==> src/rtl/sorted_dedup_pkg.sv <==
// Shared types for the sorted_dedup packet stage.
//   dedup_state_t : look-behind FSM state
//                   IDLE  - no word held
//                   HOLD  - one word held, waiting for the next word to compare against
//                   FLUSH - the held word is the last unique word of the packet; emit it with EOP
package sorted_dedup_pkg;

    typedef enum logic [1:0] {
        IDLE,
        HOLD,
        FLUSH
    } dedup_state_t;

endpackage

==> src/rtl/sorted_dedup_if.sv <==
// Avalon-ST style streaming bundle: data, SOP, EOP, valid and ready.
//   master modport : drives data/startofpacket/endofpacket/valid, receives ready
//   slave  modport : receives data/startofpacket/endofpacket/valid, drives ready
interface sorted_dedup_if #(
    parameter int DWIDTH = 8
) ();

    logic [DWIDTH-1:0] data;
    logic              startofpacket;
    logic              endofpacket;
    logic              valid;
    logic              ready;

    modport master (
        output data,
        output startofpacket,
        output endofpacket,
        output valid,
        input  ready
    );

    modport slave (
        input  data,
        input  startofpacket,
        input  endofpacket,
        input  valid,
        output ready
    );

endinterface

==> src/rtl/sorted_dedup.sv <==
// Removes adjacent duplicate words from sorted Avalon-ST packets.
// One word of look-behind is held; a held word is emitted once the next word
// differs from it, or when EOP arrives. The output beat is registered.
// Ports:
//   clk_i      : clock
//   srst_i     : synchronous reset, active-high
//   snk        : sink stream (slave), snk.ready is combinational
//   src        : source stream (master), fully registered
//   drop_cnt_o : duplicates dropped from the last completed packet, saturating at MAX_PKT_LEN
//   err_o      : one-cycle pulse on a framing error (beat without SOP in IDLE, or SOP inside a packet)
module sorted_dedup
    import sorted_dedup_pkg::*;
#(
    parameter int DWIDTH      = 8,
    parameter int MAX_PKT_LEN = 16
) (
    input  logic                             clk_i,
    input  logic                             srst_i,
    sorted_dedup_if.slave                    snk,
    sorted_dedup_if.master                   src,
    output logic [$clog2(MAX_PKT_LEN+1)-1:0] drop_cnt_o,
    output logic                             err_o
);

    localparam int                CWIDTH  = $clog2(MAX_PKT_LEN + 1);
    localparam logic [CWIDTH-1:0] CNT_MAX = CWIDTH'(MAX_PKT_LEN);

    dedup_state_t      r_state;
    dedup_state_t      w_state_nxt;

    logic [DWIDTH-1:0] r_hold_data;
    logic              r_hold_sop;
    logic [CWIDTH-1:0] r_drop_cnt;
    logic [CWIDTH-1:0] r_drop_cnt_o;
    logic              r_err;

    logic [DWIDTH-1:0] r_src_data;
    logic              r_src_sop;
    logic              r_src_eop;
    logic              r_src_valid;

    logic              w_out_free;
    logic              w_snk_ready;
    logic              w_acc;
    logic              w_same;
    logic              w_start;
    logic [CWIDTH-1:0] w_cnt_inc;

    logic              w_emit;
    logic [DWIDTH-1:0] w_emit_data;
    logic              w_emit_sop;
    logic              w_emit_eop;
    logic              w_load_hold;
    logic              w_hold_sop_nxt;
    logic [CWIDTH-1:0] w_drop_cnt_nxt;
    logic              w_upd_cnt_o;
    logic [CWIDTH-1:0] w_cnt_o_nxt;
    logic              w_err;

    // The output register can take a new beat when empty or draining this cycle.
    assign w_out_free  = !r_src_valid || src.ready;
    assign w_snk_ready = w_out_free && (r_state != FLUSH);
    assign w_acc       = snk.valid && w_snk_ready;
    assign w_same      = (snk.data == r_hold_data);
    assign w_cnt_inc   = (r_drop_cnt >= CNT_MAX) ? r_drop_cnt : r_drop_cnt + 1'b1;

    // SOP opens a packet in IDLE and restarts one in HOLD; FLUSH never accepts.
    assign w_start     = w_acc && snk.startofpacket;

    always_comb begin
        w_state_nxt    = r_state;
        w_emit         = 1'b0;
        w_emit_data    = r_hold_data;
        w_emit_sop     = r_hold_sop;
        w_emit_eop     = 1'b0;
        w_load_hold    = 1'b0;
        w_hold_sop_nxt = 1'b0;
        w_drop_cnt_nxt = r_drop_cnt;
        w_upd_cnt_o    = 1'b0;
        w_cnt_o_nxt    = r_drop_cnt;
        w_err          = 1'b0;

        if (w_start) begin
            // A SOP seen while a word is held means the previous packet lost its EOP.
            w_err          = (r_state == HOLD);
            w_drop_cnt_nxt = '0;
            if (snk.endofpacket) begin
                w_emit      = 1'b1;
                w_emit_data = snk.data;
                w_emit_sop  = 1'b1;
                w_emit_eop  = 1'b1;
                w_upd_cnt_o = 1'b1;
                w_cnt_o_nxt = '0;
                w_state_nxt = IDLE;
            end else begin
                w_load_hold    = 1'b1;
                w_hold_sop_nxt = 1'b1;
                w_state_nxt    = HOLD;
            end
        end else begin
            case (r_state)
                IDLE: begin
                    if (w_acc) begin
                        w_err = 1'b1;
                    end
                end
                HOLD: begin
                    if (w_acc) begin
                        if (w_same) begin
                            if (snk.endofpacket) begin
                                w_emit      = 1'b1;
                                w_emit_eop  = 1'b1;
                                w_upd_cnt_o = 1'b1;
                                w_cnt_o_nxt = w_cnt_inc;
                                w_state_nxt = IDLE;
                            end else begin
                                w_drop_cnt_nxt = w_cnt_inc;
                            end
                        end else begin
                            w_emit      = 1'b1;
                            w_load_hold = 1'b1;
                            if (snk.endofpacket) begin
                                w_state_nxt = FLUSH;
                            end
                        end
                    end
                end
                FLUSH: begin
                    if (w_out_free) begin
                        w_emit      = 1'b1;
                        w_emit_sop  = 1'b0;
                        w_emit_eop  = 1'b1;
                        w_upd_cnt_o = 1'b1;
                        w_cnt_o_nxt = r_drop_cnt;
                        w_state_nxt = IDLE;
                    end
                end
                default: begin
                    w_state_nxt = IDLE;
                end
            endcase
        end
    end

    always_ff @(posedge clk_i) begin
        if (srst_i) begin
            r_state      <= IDLE;
            r_hold_data  <= '0;
            r_hold_sop   <= 1'b0;
            r_drop_cnt   <= '0;
            r_drop_cnt_o <= '0;
            r_err        <= 1'b0;
            r_src_data   <= '0;
            r_src_sop    <= 1'b0;
            r_src_eop    <= 1'b0;
            r_src_valid  <= 1'b0;
        end else begin
            r_state    <= w_state_nxt;
            r_drop_cnt <= w_drop_cnt_nxt;
            r_err      <= w_err;
            if (w_load_hold) begin
                r_hold_data <= snk.data;
                r_hold_sop  <= w_hold_sop_nxt;
            end
            if (w_upd_cnt_o) begin
                r_drop_cnt_o <= w_cnt_o_nxt;
            end
            if (w_emit) begin
                r_src_valid <= 1'b1;
                r_src_data  <= w_emit_data;
                r_src_sop   <= w_emit_sop;
                r_src_eop   <= w_emit_eop;
            end else if (src.ready) begin
                r_src_valid <= 1'b0;
            end
        end
    end

    assign snk.ready         = w_snk_ready;
    assign src.valid         = r_src_valid;
    assign src.data          = r_src_data;
    assign src.startofpacket = r_src_sop;
    assign src.endofpacket   = r_src_eop;
    assign drop_cnt_o        = r_drop_cnt_o;
    assign err_o             = r_err;

endmodule

==> src/flat_wrapper.sv <==
// flat-port wrapper written by rule: the top's interface ports become plain ports
module sorted_dedup_flat import sorted_dedup_pkg::*;
#(
    parameter int DWIDTH      = 8,
    parameter int MAX_PKT_LEN = 16
)
  (clk_i, srst_i, drop_cnt_o, err_o, snk_data, snk_startofpacket, snk_endofpacket, snk_valid, snk_ready, src_data, src_startofpacket, src_endofpacket, src_valid, src_ready);
  sorted_dedup_if #(.DWIDTH(DWIDTH)) snk_i ();
  sorted_dedup_if #(.DWIDTH(DWIDTH)) src_i ();
  input  logic clk_i;
  input  logic srst_i;
  output logic [$clog2(MAX_PKT_LEN+1)-1:0] drop_cnt_o;
  output logic err_o;
  input wire logic [$bits(snk_i.data)-1:0] snk_data;
  input wire logic [$bits(snk_i.startofpacket)-1:0] snk_startofpacket;
  input wire logic [$bits(snk_i.endofpacket)-1:0] snk_endofpacket;
  input wire logic [$bits(snk_i.valid)-1:0] snk_valid;
  output wire logic [$bits(snk_i.ready)-1:0] snk_ready;
  output wire logic [$bits(src_i.data)-1:0] src_data;
  output wire logic [$bits(src_i.startofpacket)-1:0] src_startofpacket;
  output wire logic [$bits(src_i.endofpacket)-1:0] src_endofpacket;
  output wire logic [$bits(src_i.valid)-1:0] src_valid;
  input wire logic [$bits(src_i.ready)-1:0] src_ready;
  assign snk_i.data = snk_data;
  assign snk_i.startofpacket = snk_startofpacket;
  assign snk_i.endofpacket = snk_endofpacket;
  assign snk_i.valid = snk_valid;
  assign snk_ready = snk_i.ready;
  assign src_data = src_i.data;
  assign src_startofpacket = src_i.startofpacket;
  assign src_endofpacket = src_i.endofpacket;
  assign src_valid = src_i.valid;
  assign src_i.ready = src_ready;
  sorted_dedup #(.DWIDTH(DWIDTH), .MAX_PKT_LEN(MAX_PKT_LEN)) u_core (.clk_i(clk_i), .srst_i(srst_i), .snk(snk_i), .src(src_i), .drop_cnt_o(drop_cnt_o), .err_o(err_o));
endmodule
==> config.mk <==
export PLATFORM = sky130hd
export DESIGN_NAME = sorted_dedup_flat
export DESIGN_NICKNAME = d
export VERILOG_FILES = /design/src/rtl/sorted_dedup_pkg.sv /design/src/rtl/sorted_dedup_if.sv /design/src/rtl/sorted_dedup.sv /design/src/flat_wrapper.sv
export SDC_FILE = /design/constraint.sdc
export NUM_CORES = 1
export LEC_CHECK = 0
export ABC_AREA = 1
export CAP_MARGIN = 20
export CORE_MARGIN = 8
export CORE_UTILIZATION = 53
export CTS_CLUSTER_SIZE = 12
export DETAILED_ROUTE_END_ITERATION = 8
export HOLD_SLACK_MARGIN = 0.15
export MAX_ROUTING_LAYER = met4
export PLACE_DENSITY_LB_ADDON = 0.08
export SLEW_MARGIN = 0
export SYNTH_ARGS = -nofsm -noshare
export SYNTH_HDL_FRONTEND = slang
export SYNTH_SLANG_ARGS = --single-unit
==> constraint.sdc <==
create_clock -name clk_i -period 2.2 [get_ports clk_i]
set_clock_uncertainty 0.2 [all_clocks]
set_input_delay 0.44 -clock clk_i [delete_from_list [all_inputs] [get_ports clk_i]]
set_output_delay 0.44 -clock clk_i [all_outputs]
set_load 0.02 [all_outputs]
=== After elaboration in Yosys (flattened, before gate mapping) ===
Cells that the tools add are included.

* Add/sub/neg operators: 1
* Order comparisons: 1
* Equality and inequality tests: 8
* Muxes and demuxes: 42
* Bitwise gates (word level): 1
* Reductions and logical operators: 10

{| class="wikitable"
|+ Operators by type and width
! cell !! count
|-
| $mux 5 || 7
|-
| $mux 1 || 24
|-
| $mux 8 || 2
|-
| $mux 2 || 6
|-
| $eq 8x8->1 || 1
|-
| $reduce_and 4->1 || 2
|-
| $ne 3x1->1 const B || 2
|-
| $pmux 2 s3 || 1
|-
| $add 5x1->5 const B || 1
|-
| $ge 5x5->1 const B || 1
|-
| $pmux 1 s2 || 2
|-
| $logic_and 1x1->1 || 3
|-
| $ne 3x2->1 const B || 1
|-
| $eq 2x1->1 const B || 1
|-
| $eq 2x2->1 const B || 1
|-
| $logic_not 2->1 || 1
|-
| $ne 2x1->1 const B || 1
|-
| $ne 2x2->1 const B || 1
|-
| $reduce_bool 2->1 || 1
|-
| $reduce_or 2->1 || 1
|-
| $logic_not 1->1 || 1
|-
| $logic_or 1x1->1 || 1
|-
| $not 1->1 || 1
|}

* Bits in registers: 33
* Bits of input ports: 14
* Output and inout bits: 18
* Logic and storage cells: 73

=== Logic depth before layout (Yosys ltp) ===
* Depth after elaboration: 8
* Gate-level depth with buffers: 14
* Mapped depth without buffers: 14

=== Worst setup path before layout ===
OpenSTA, ideal clock, no wires.

* Kind: register to register
* Start point: register u_core.r_state[0]
* End point: register u_core.r_drop_cnt_o[4], in the netlist u_core.drop_cnt_o[4]
* Setup time: 0.113 ns
* Arrival: 1.640 ns
* Data required time: 1.887 ns
* Slack: 0.247 ns
* Cell stages (with the launch flop): 14
* Buffers on the path: 1
* Period minus slack after synthesis: 1.953 ns
* Path through: dfxtp_1 inv_1 ha_1 nor2_4 nand2_4 nor2_8 inv_4 nor2_8 inv_4 buf_6 nand2_1 nand3_1 nand2_1 nor2_1

* Cells in the longest elaborated chain, start to end: 6
* Elaborated cells on any way between the ends: 12
* Classes of those cells: eq/ne (3); mux (6); reduce/logical (3)

{| class="wikitable"
|+ RTL lines
! what !! RTL line !! text
|-
| start: declaration || sorted_dedup.sv:28 || <nowiki>dedup_state_t r_state;</nowiki>
|-
| start signal: assignment || sorted_dedup.sv:158 || <nowiki>r_state <= w_state_nxt;</nowiki>
|-
| $ne 2x2->1 (*) || sorted_dedup.sv:62 || <nowiki>assign w_snk_ready = w_out_free && (r_state != FLUSH);</nowiki>
|-
| $logic_and 1x1->1 (*) || sorted_dedup.sv:62 ||
|-
| via snk_ready || flat_wrapper.sv:18 || <nowiki>output wire logic [$bits(snk_i.ready)-1:0] snk_ready;</nowiki>
|-
| $logic_and 1x1->1 (*) || sorted_dedup.sv:63 || <nowiki>assign w_acc = snk.valid && w_snk_ready;</nowiki>
|-
| $mux 1 / $mux 5 (equally long branches) || sorted_dedup.sv:108 || <nowiki>if (w_acc) begin</nowiki>
|-
| $pmux 1 s2 / $mux 5 (equally long branches) || n/a ||
|-
| $mux 1 / $mux 5 (equally long branches) || sorted_dedup.sv:83 || <nowiki>if (w_start) begin</nowiki>
|-
| end signal: assignment || sorted_dedup.sv:166 || <nowiki>r_drop_cnt_o <= w_cnt_o_nxt;</nowiki>
|-
| end: declaration || sorted_dedup.sv:34 || <nowiki>logic [CWIDTH-1:0] r_drop_cnt_o;</nowiki>
|}

The timed path passes the listed nets; every way through them passes the cells marked *.
A chain may end at the register's enable or synchronous reset.

=== Final worst setup path ===
* Start point: input src_ready
* End point: register u_core.r_drop_cnt_o[0], in the netlist u_core.drop_cnt_o[0]

* Cells in the longest elaborated chain, start to end: 6
* Elaborated cells on any way between the ends: 11
* Classes of those cells: mux (7); reduce/logical (4)

{| class="wikitable"
|+ RTL lines
! what !! RTL line !! text
|-
| start: declaration || flat_wrapper.sv:23 || <nowiki>input wire logic [$bits(src_i.ready)-1:0] src_ready;</nowiki>
|-
| $logic_or 1x1->1 (*) || sorted_dedup.sv:61 || <nowiki>assign w_out_free = !r_src_valid || src.ready;</nowiki>
|-
| $logic_and 1x1->1 || sorted_dedup.sv:62 ||
|-
| $logic_and 1x1->1 || sorted_dedup.sv:63 ||
|-
| $mux 1 / $mux 5 (equally long branches) || sorted_dedup.sv:108 ||
|-
| $pmux 1 s2 / $mux 5 (equally long branches) || n/a ||
|-
| $mux 1 / $mux 5 (equally long branches) || sorted_dedup.sv:83 ||
|}

Every way passes the cells marked *; elsewhere a longest branch is shown, timed or not.

==> results.json <==
{
  "hold_path_class": "reg -> reg",
  "hold_viol": 0,
  "setup_violations": 0,
  "ctsLongestPathBuffers": 2,
  "synthArstFlopShare": 0,
  "crit_path_start_kind": "input pin",
  "drt_iter0_drc": 138,
  "avgSynthCellArea_sq_um": 6.99,
  "final_nets": 350,
  "portBuffers": 31,
  "tns_ns": 0,
  "cts_inserted_buffers": 5,
  "tightestPinTransition_ns": 0.483,
  "first_pass_iters": 4,
  "postCtsHoldBufs": 0,
  "post_cts_buffers": 0,
  "grt_pass1_wl_mm": 7.94,
  "register_area_sq_um": 661,
  "coreArea_sq_um": 3550,
  "wl_met2_mm": 2.07,
  "path_class": "in -> reg",
  "vdd_ir_drop_max_mv": 0.368,
  "wl_met3_um": 236,
  "endpoint_kind": "register",
  "syn_inst": 273,
  "drive_gt1_frac": 0.178,
  "area_growth_pct": 31.6,
  "wl_per_cell_um": 11.8,
  "yosys_warnings": 0,
  "grt.total_usage": 0.169,
  "yosys-top-cells-count": "nand2_1, nor2_1, dfxtp_1, inv_1, o21ai_0",
  "fin_crit_ns": 2.08,
  "rrSetupSlack_ns": 0.16,
  "h-tree-depth": 2,
  "synth_area_leaders": "dfxtp_1, nand2_1, nor2_1, o21ai_0, inv_1",
  "ys.flop_type": "dfxtp_1",
  "num_io_pins": 32,
  "n_fill_cell": 296,
  "maxCapViolations": 0,
  "totalWireLength_mm": 4.46,
  "yosysUniqueCellTypes": 31,
  "die_w_um": 76.0,
  "synth_seq_cells": 33,
  "synth_edf_count": 0,
  "design_power_total_uw": 1670,
  "fmax_ghz": 0.482,
  "die_y_um": 76.0,
  "drv_slew": 0,
  "synth-seq-area-share": 0.346,
  "fin_worst_hold_slack_ns": 0.267,
  "met1Wirelength_mm": 2.04,
  "cts_sinks": 33,
  "dp_hpwl_mm": 3.35,
  "crit_path_max_fanout": 4,
  "start_util": 0.538,
  "overflow": 0,
  "antenna_found_initial": 0,
  "maxSlewHeadroom": 0.675,
  "top_layer": "met4",
  "status": "complete, no violations",
  "path_clk_slew_ns": 0.10,
  "drtAntennaViolNets": 0,
  "powerDensity_nw_per_um2": 667,
  "synth_area_sq_um": 1910,
  "yosysTopAreaCell": "dfxtp_1",
  "grt_max_degree": 22,
  "post_cts_resized": 2,
  "cts_tree": "built",
  "drc_errors": 0,
  "synth.most_common_cell": "nand2_1",
  "leakagePower_uw": 0.00119,
  "worstPathRequired_ns": 2.25,
  "clock-root-buffer": "clkbuf_4",
  "via_per_inst": 4.92,
  "clock_latency_ns": 0.34,
  "syn_nets": 293,
  "grt_pass1_vias": 1742,
  "place.gp.congestion": 0.841,
  "fin_crit_sh": 0.943,
  "n_antenna_cell": 0,
  "multiInputGateArea_sq_um": 1080,
  "synth_top_area_frac": 0.346,
  "dr_total_vias": 1863,
  "arrival_ns": 2.12,
  "dieArea_sq_um": 5780,
  "rows": 22
}
-- layout make-up --
class                           count  area share
Multi-Input combinational cell    202       0.428
Sequential cell                    33       0.263
Timing Repair Buffer               56       0.201
Inverter                           32      0.0498
Tap cell                           48      0.0239
Clock buffer                        7      0.0219
Clock inverter                      1      0.0120
-- metrics by stage --
stage | setup WS [ns] | utilization | area (sq um) | cells
2_1_floorplan | 0.247 | - | 1910 | 273
3_3_place_gp | -0.194 | 0.683 | 2420 | 371
3_5_place_dp | -0.244 | 0.683 | 2420 | 371
4_1_cts | 0.00257 | 0.707 | 2510 | 379
5_1_grt | -0.000935 | 0.708 | 2510 | 379
6_report | 0.125 | 0.708 | 2510 | 379
-- worst paths after layout --
check / start / end / cells after the start
max: src_ready / u_core.drop_cnt_o[0] / 13
min: u_core.r_hold_sop / u_core.r_hold_sop / 2
max reg2reg: u_core.r_state[0] / u_core.drop_cnt_o[0] / 12
min reg2reg: u_core.r_hold_sop / u_core.r_hold_sop / 2
-- cell usage in the layout (no fill, tap or decap), drive strengths merged --
cell / instances
a211oi: 2
a21oi: 18
a22oi: 1
and2: 1
buf: 25
bufinv: 1
clkbuf: 8
clkdlybuf4s50: 30
dfxtp: 33
ha: 6
inv: 32
nand2: 79
nand3: 9
nand3b: 9
nand4: 1
nor2: 46
nor4: 1
o211ai: 1
o21a: 1
o21ai: 22
xnor2: 5
-- critical path, cell delays in order --
cell	delay, ns
clkdlybuf4s50_1	0.46
inv_1	0.05
nand2_2	0.07
buf_4	0.11
nand4_1	0.16
nor2_1	0.17
nand3_2	0.12
nor2_2	0.20
nand2_1	0.10
nand2_1	0.07
inv_1	0.03
nor2_1	0.09
nor2_1	0.04
-- metal layers --
layer  vias up  GRT usage
li1        983          -
met1       828      0.201
met2        40      0.249
met3        12     0.0542
met4         0     0.0843
met5         -          -
-- flip-flops by register name (all words and copies together), names as in the netlist --
signal / cells
u_core.drop_cnt_o: 5
u_core.src.startofpacket: 1
u_core.r_drop_cnt: 5
u_core.src.endofpacket: 1
u_core.r_hold_sop: 1
u_core.src.valid: 1
u_core.r_hold_data: 8
u_core.r_state: 2
u_core.err_o: 1
u_core.src.data: 8
-- kinds of logic after synthesis --
| logic type | Yosys count | synth area share |
|---|---|---|
| and+or+nand+nor | 146 | 0.371 |
| AOI/OAI and AO/OA | 45 | 0.126 |
| buffers and inverters | 38 | 0.0944 |
| DFF | 33 | 0.346 |
| adders and majority gates | 6 | 0.0393 |
| xor gates and xnor gates | 5 | 0.0229 |
-- power by group --
group	internal, uW	switching [uW]	total, uW
logic	230	277	506
clock network	271	212	484
registers	654	31.4	685
Power figures use the tool's default switching activity.
==> RTL edit 1, RTL diff (same flow settings) <==
`MAX_PKT_LEN` is set to 16 in 2 places; all go to 8.
--- a/src/rtl/sorted_dedup.sv
+++ b/src/rtl/sorted_dedup.sv
@@ -12,7 +12,7 @@
     import sorted_dedup_pkg::*;
 #(
     parameter int DWIDTH      = 8,
-    parameter int MAX_PKT_LEN = 16
+    parameter int MAX_PKT_LEN = 8
 ) (
     input  logic                             clk_i,
     input  logic                             srst_i,
--- a/src/flat_wrapper.sv
+++ b/src/flat_wrapper.sv
@@ -2,7 +2,7 @@
 module sorted_dedup_flat import sorted_dedup_pkg::*;
 #(
     parameter int DWIDTH      = 8,
-    parameter int MAX_PKT_LEN = 16
+    parameter int MAX_PKT_LEN = 8
 )
   (clk_i, srst_i, drop_cnt_o, err_o, snk_data, snk_startofpacket, snk_endofpacket, snk_valid, snk_ready, src_data, src_startofpacket, src_endofpacket, src_valid, src_ready);
   sorted_dedup_if #(.DWIDTH(DWIDTH)) snk_i ();
Ports: changed (resized drop_cnt_o); port bits go from 32 to 31. The function was not compared with the original's and may differ.
==> RTL edit 1 against the original RTL <==
  * Total power shrank 9.3%
  * Design area down 2.7%
  * Area after synthesis fell by 3.6%
  * Wire length is 7.1% lower
  * Non-clock buffer count rose by 2
  * Setup slack improved by 0.013 ns
  * Sequential cell count fell by 2
  * Global-route usage decreased by 0.13 points
  * Hold slack improved by 0.0025 ns
  * Largest power group unchanged
==> RTL edit 1: results (changes against the original RTL) <==
stage,metric,value,unit,change
clocking,clkTransAtPathRegs,0.09,ns,
yosys,synth_fa_ha_area_share,4.08,%,+0.15 points
clocking,root_buffer,clkbuf_4,,
setup_path,cp_common_cell,inv_1,,
yosys,synth-seq-area-share,33.7,%,-0.88 points
setup_path,timing.critical_path.fanout_max,2,,-2
place,dp.cells,380,,+2.4%
timing,worst_slew_pin_slew,0.353,ns,-0.131 ns
grt,grt_pass1_vias,1583,,-9.1%
final_layout,fin_nets,361,,+3.1%
yosys,synth_warnings,0,,unchanged
yosys,synthMuxAreaShare,0,%,unchanged
final_layout,stdcell_area,2440,um^2,-2.7%
grt,grt_pass1_wl,7.08,mm,-11%
setup_path,arrival,1.42,ns,-0.70 ns
clocking,cts_setup_buffers,0,,unchanged
place,dp_hpwl,3.17,mm,-5.4%
final_layout,drive_gt1_share,16.1,%,-1.7 points
clocking,clockBufferDepth,2,,unchanged
pwr,ir_worst_vdd,393,uV,+6.8%
routing,wirelength,4.14,mm,-7.1%
setup_path,r2r_setup_slack,0.24,ns,+0.08 ns
pwr,p_leak,1.24,nW,+4.0%
hold_path,min_delay_path_depth,2,,unchanged
grt,grt_antenna_before_repair,0,,unchanged
yosys,synth_compound_area_share,10.9,%,-1.8 points
clocking,worst_skew_pair.late_latency,0.35,ns,
routing,vias,1840,,-1.2%
setup_path,r2r_start,u_core.r_state[0]$_SDFFE_PP0P_,,
clocking,cts_buffers,5,,unchanged
run_status,status,finished clean,,
grt,grt_max_degree,22,,unchanged
hold_path,hp-start,u_core.r_hold_sop$_SDFFE_PP0P_,,
final_layout,n_antenna_cell,0,,unchanged
yosys,syn_inst,283,,+3.7%
timing,period_minus_slack,2.06,ns,-0.0129 ns
clocking,htreeDepth,2,,unchanged
timing,hold_ws,0.269,ns,+0.00253 ns
routing,first_iter_violations,96,,-30%
hold_path,hold_path_end,u_core.r_hold_sop$_SDFFE_PP0P_,,
setup_path,worst-r2r-cell-count,12,,unchanged
setup_path,max_stage_delay,0.45,ns,
routing,first_pass_iters,4,,unchanged
setup_path,reg2reg_to,u_core.drop_cnt_o[2]$_SDFFE_PP0P_,,
yosys,yosys-top-cells-area,"dfxtp_1 34%, nand2_1 14%, nor2_1 8.6%",,
clocking,ctsResizeCount,1,,-1
setup_path,cpLargestDelayFamily,buffers and inverters,,
yosys,synthArstFlopShare,0,%,unchanged
yosys,synth.top_cells.by_count,"70 x nand2_1, 42 x nor2_1, 41 x inv_1",,
place,finalWeightedCongestion,0.847,,+0.64%
place,numPortBuffers,30,,-3.2%
place,dpl_worst_slack,-0.174,ns,+0.0695 ns
yosys,synth_xor_area_share,2.86,%,+0.56 points
setup_path,cpMaxStageDelayCell,clkdlybuf4s50_1,,
grt,grt_usage,16.7,%,-0.13 points
yosys,synth_nets,303,,+3.4%
routing,viasPerCell,4.75,,-3.3%
pwr,swShare,34.0,%,+2.9 points
yosys,synth.distinct_cells,26,,-16%
final_layout,fillCellCount,284,,-4.1%
==> RTL edit 1: cell count changes after synthesis, moves of 3 or more <==
cell      change
inv_1        +15
o21ai_0       -3
nand3b_1      -8
nor2_1        +3
o21ai_1       +3
inv_2         -3
nand3_1       +9
==> RTL edit 1: power groups by stage <==
stage                     sequential (W)  clock, W  combinational [W]
final                           0.000649  0.000354           0.000515
after global routing            0.000658  0.000389           0.000576
after CTS                       0.000650  0.000368           0.000517
after detailed placement        0.000662         0           0.000518
after global placement          0.000660         0           0.000510
after floorplan                 0.000702         0           0.000269
==> RTL edit 1: how the worst max path moves through the flow <==
| stage | start | to | cells after the start |
|---|---|---|---|
| 3_5_place_dp | src_ready | snk_ready | 6 |
| 5_1_grt | src_ready | snk_ready | 6 |
| 3_3_place_gp | src_ready | snk_ready | 6 |
| 2_1_floorplan | u_core.r_state[0]$_SDFFE_PP0P_ | u_core.src.data[0]$_SDFFE_PP0P_ | 12 |
| 6_report | src_ready | snk_ready | 6 |
| 4_1_cts | src_ready | snk_ready | 6 |
==> RTL edit 1: routing by layer <==
| layer | share of wire (%) | track usage (%) | routed length, um | vias up |
|---|---|---|---|---|
| met5 | 0 | - | 0 | - |
| met4 | 1.8 | 7.83 | 73 | 0 |
| met3 | 5.5 | 5.06 | 228 | 6 |
| met2 | 42 | 23.5 | 1730 | 43 |
| met1 | 51 | 21.2 | 2100 | 804 |
| li1 | - | - | - | 987 |
==> RTL edit 1: area by class of cell <==
class	count	area share [%]
multi-input combinational	201	40.5
inverter	44	7.06
tap	46	2.35
timing repair buffer	58	22.4
clock buffer	6	2.10
clock inverter	1	0.205
sequential	31	25.4
==> RTL edit 2, RTL diff (same flow settings) <==
Made on the original files. Encoding of `dedup_state_t`: now one-hot (3 bits for 3 states).
--- a/src/rtl/sorted_dedup_pkg.sv
+++ b/src/rtl/sorted_dedup_pkg.sv
@@ -5,10 +5,10 @@
 //                   FLUSH - the held word is the last unique word of the packet; emit it with EOP
 package sorted_dedup_pkg;
 
-    typedef enum logic [1:0] {
-        IDLE,
-        HOLD,
-        FLUSH
+    typedef enum logic [2:0] {
+        IDLE  = 3'b001,
+        HOLD  = 3'b010,
+        FLUSH = 3'b100
     } dedup_state_t;
 
 endpackage
Check against the original RTL: same outputs for any inputs over 4 cycles, from zero or initial values and one cycle with srst_i high; so few cycles prove little.
==> RTL edit 2 against the original RTL <==
  * Sequential share of layout area shrank 0.67 points
  * Setup slack got worse by 0.047 ns
  * Sequential cell count up 1
  * Area after synthesis increased by 3.8%
  * Fmax is 2.2% lower
  * Wire length rose by 13%
  * Total power down 9.5%
  * Hold slack gained 0.00052 ns
  * Clock power rose by 2%
  * Design area is 5.7% higher
  * Critical path type unchanged
  * Highest routed layer unchanged
==> RTL edit 2: results (changes against the original RTL) <==
stage,metric,value,unit,change
clocking,clockBufferDepth,2,,unchanged
place,dp_hpwl,3.72,mm,+11%
pwr,combinationalPower,0.000347,W,-31%
pwr,intPower,0.00105,W,-8.7%
run_status,status,finished clean,,
setup_path,timing.critical_path.fanout_max,10,,+6
pwr,ir_worst_vdd,442,uV,+20%
yosys,synth_warnings,0,,unchanged
yosys,yosys-top-cells-area,"dfxtp_1 34%, nand2_1 12%, inv_1 8.1%",,
clocking,htreeDepth,2,,unchanged
die,start_util,54.5,%,+0.78 points
pwr,p_leak,1.25,nW,+4.6%
place,dpl_cell_area,2560,um^2,+5.7%
pwr,p_total,0.00151,W,-9.5%
routing,first_pass_iters,4,,unchanged
setup_path,max_stage_delay,0.54,ns,+0.08 ns
yosys,synth_nets,306,,+4.4%
clocking,worst_skew_pair.late_latency,0.29,ns,-0.05 ns
yosys,syn_area_per_cell,6.83,um^2,-2.3%
grt,grt_pass1_wl,8.27,mm,+4.2%
grt,grt_max_degree,22,,unchanged
yosys,synth.top_cells.by_count,"62 x nand2_1, 43 x inv_1, 34 x dfxtp_1",,
timing,worst_slew_pin_slew,0.320,ns,-0.163 ns
setup_path,arrival,2.10,ns,-0.02 ns
place,finalWeightedCongestion,0.907,,+7.9%
final_layout,fin_nets,369,,+5.4%
routing,wirelength,5.03,mm,+13%
routing,first_iter_violations,193,,+40%
final_layout,fin_cells,402,,+6.1%
place,numPortBuffers,31,,unchanged
pwr,sequentialPowerShare,44.6,%,+3.7 points
clocking,clkTransAtPathRegs,0.07,ns,-0.03 ns
final_layout,n_antenna_cell,0,,unchanged
final_layout,drive_gt1_share,22.3,%,+4.5 points
grt,grt_usage,17.2,%,+0.32 points
place,dp.cells,394,,+6.2%
routing,viasPerCell,4.94,,+0.45%
grt,grt_pass1_vias,1898,,+9.0%
pwr,top_power_group,registers,,
yosys,synth.distinct_cells,30,,-3.2%
yosys,synth-seq-area-share,34.3,%,-0.26 points
place,dpl_worst_slack,-0.189,ns,+0.0547 ns
grt,grt_antenna_before_repair,0,,unchanged
clocking,root_buffer,clkbuf_8,,
## RTL edit 2: what timing repair did
item	4_1_cts	5_1_grt
setup buffers	0	0
gates resized for setup	1	0
setup endpoints to repair	1	0
## RTL edit 2: final cells by class
type                    count  area [um^2]
clock buffers               6         82.6
well taps                  48         60.1
clock inverters             2         12.5
multi-input cells         201         1080
inverters                  50          194
repair buffers             61          547
flip-flops and latches     34          681
fillers                   329          977
## RTL edit 2: routing by layer
layer	global-route usage, %	routed length (um)	up-vias
met5	-	0	-
met1	20.1	2430	881
met4	7.74	66	0
met3	4.43	241	7
met2	27.0	2280	45
li1	-	-	1052
## RTL edit 2: path summary, 6_finish.rpt
kind                                 startpoint                                 to  slack [ns]  depth (start not counted)
max                                 snk_data[5]    u_core.src.data[1]$_SDFFE_PP0P_        0.08                         12
min           u_core.drop_cnt_o[2]$_SDFFE_PP0P_  u_core.drop_cnt_o[2]$_SDFFE_PP0P_        0.27                          2
max reg2reg  u_core.r_hold_data[4]$_SDFFE_PP0P_    u_core.src.data[1]$_SDFFE_PP0P_        0.40                         11
min reg2reg   u_core.drop_cnt_o[2]$_SDFFE_PP0P_  u_core.drop_cnt_o[2]$_SDFFE_PP0P_        0.27                          2
## RTL edit 2: cells by family (layout without fill, tap and decap cells)
kind of cell / Yosys count / after routing / share of synthesized area, %
AOI/OAI and AO/OA: 58 / 58 / 15.7
xor gates and xnor gates: 1 / 1 / 0.442
adders and majority gates: 2 / 2 / 1.26
and+or+nand+nor: 140 / 140 / 37.1
DFF: 34 / 34 / 34.3
buffers and inverters: 55 / 119 / 11.2
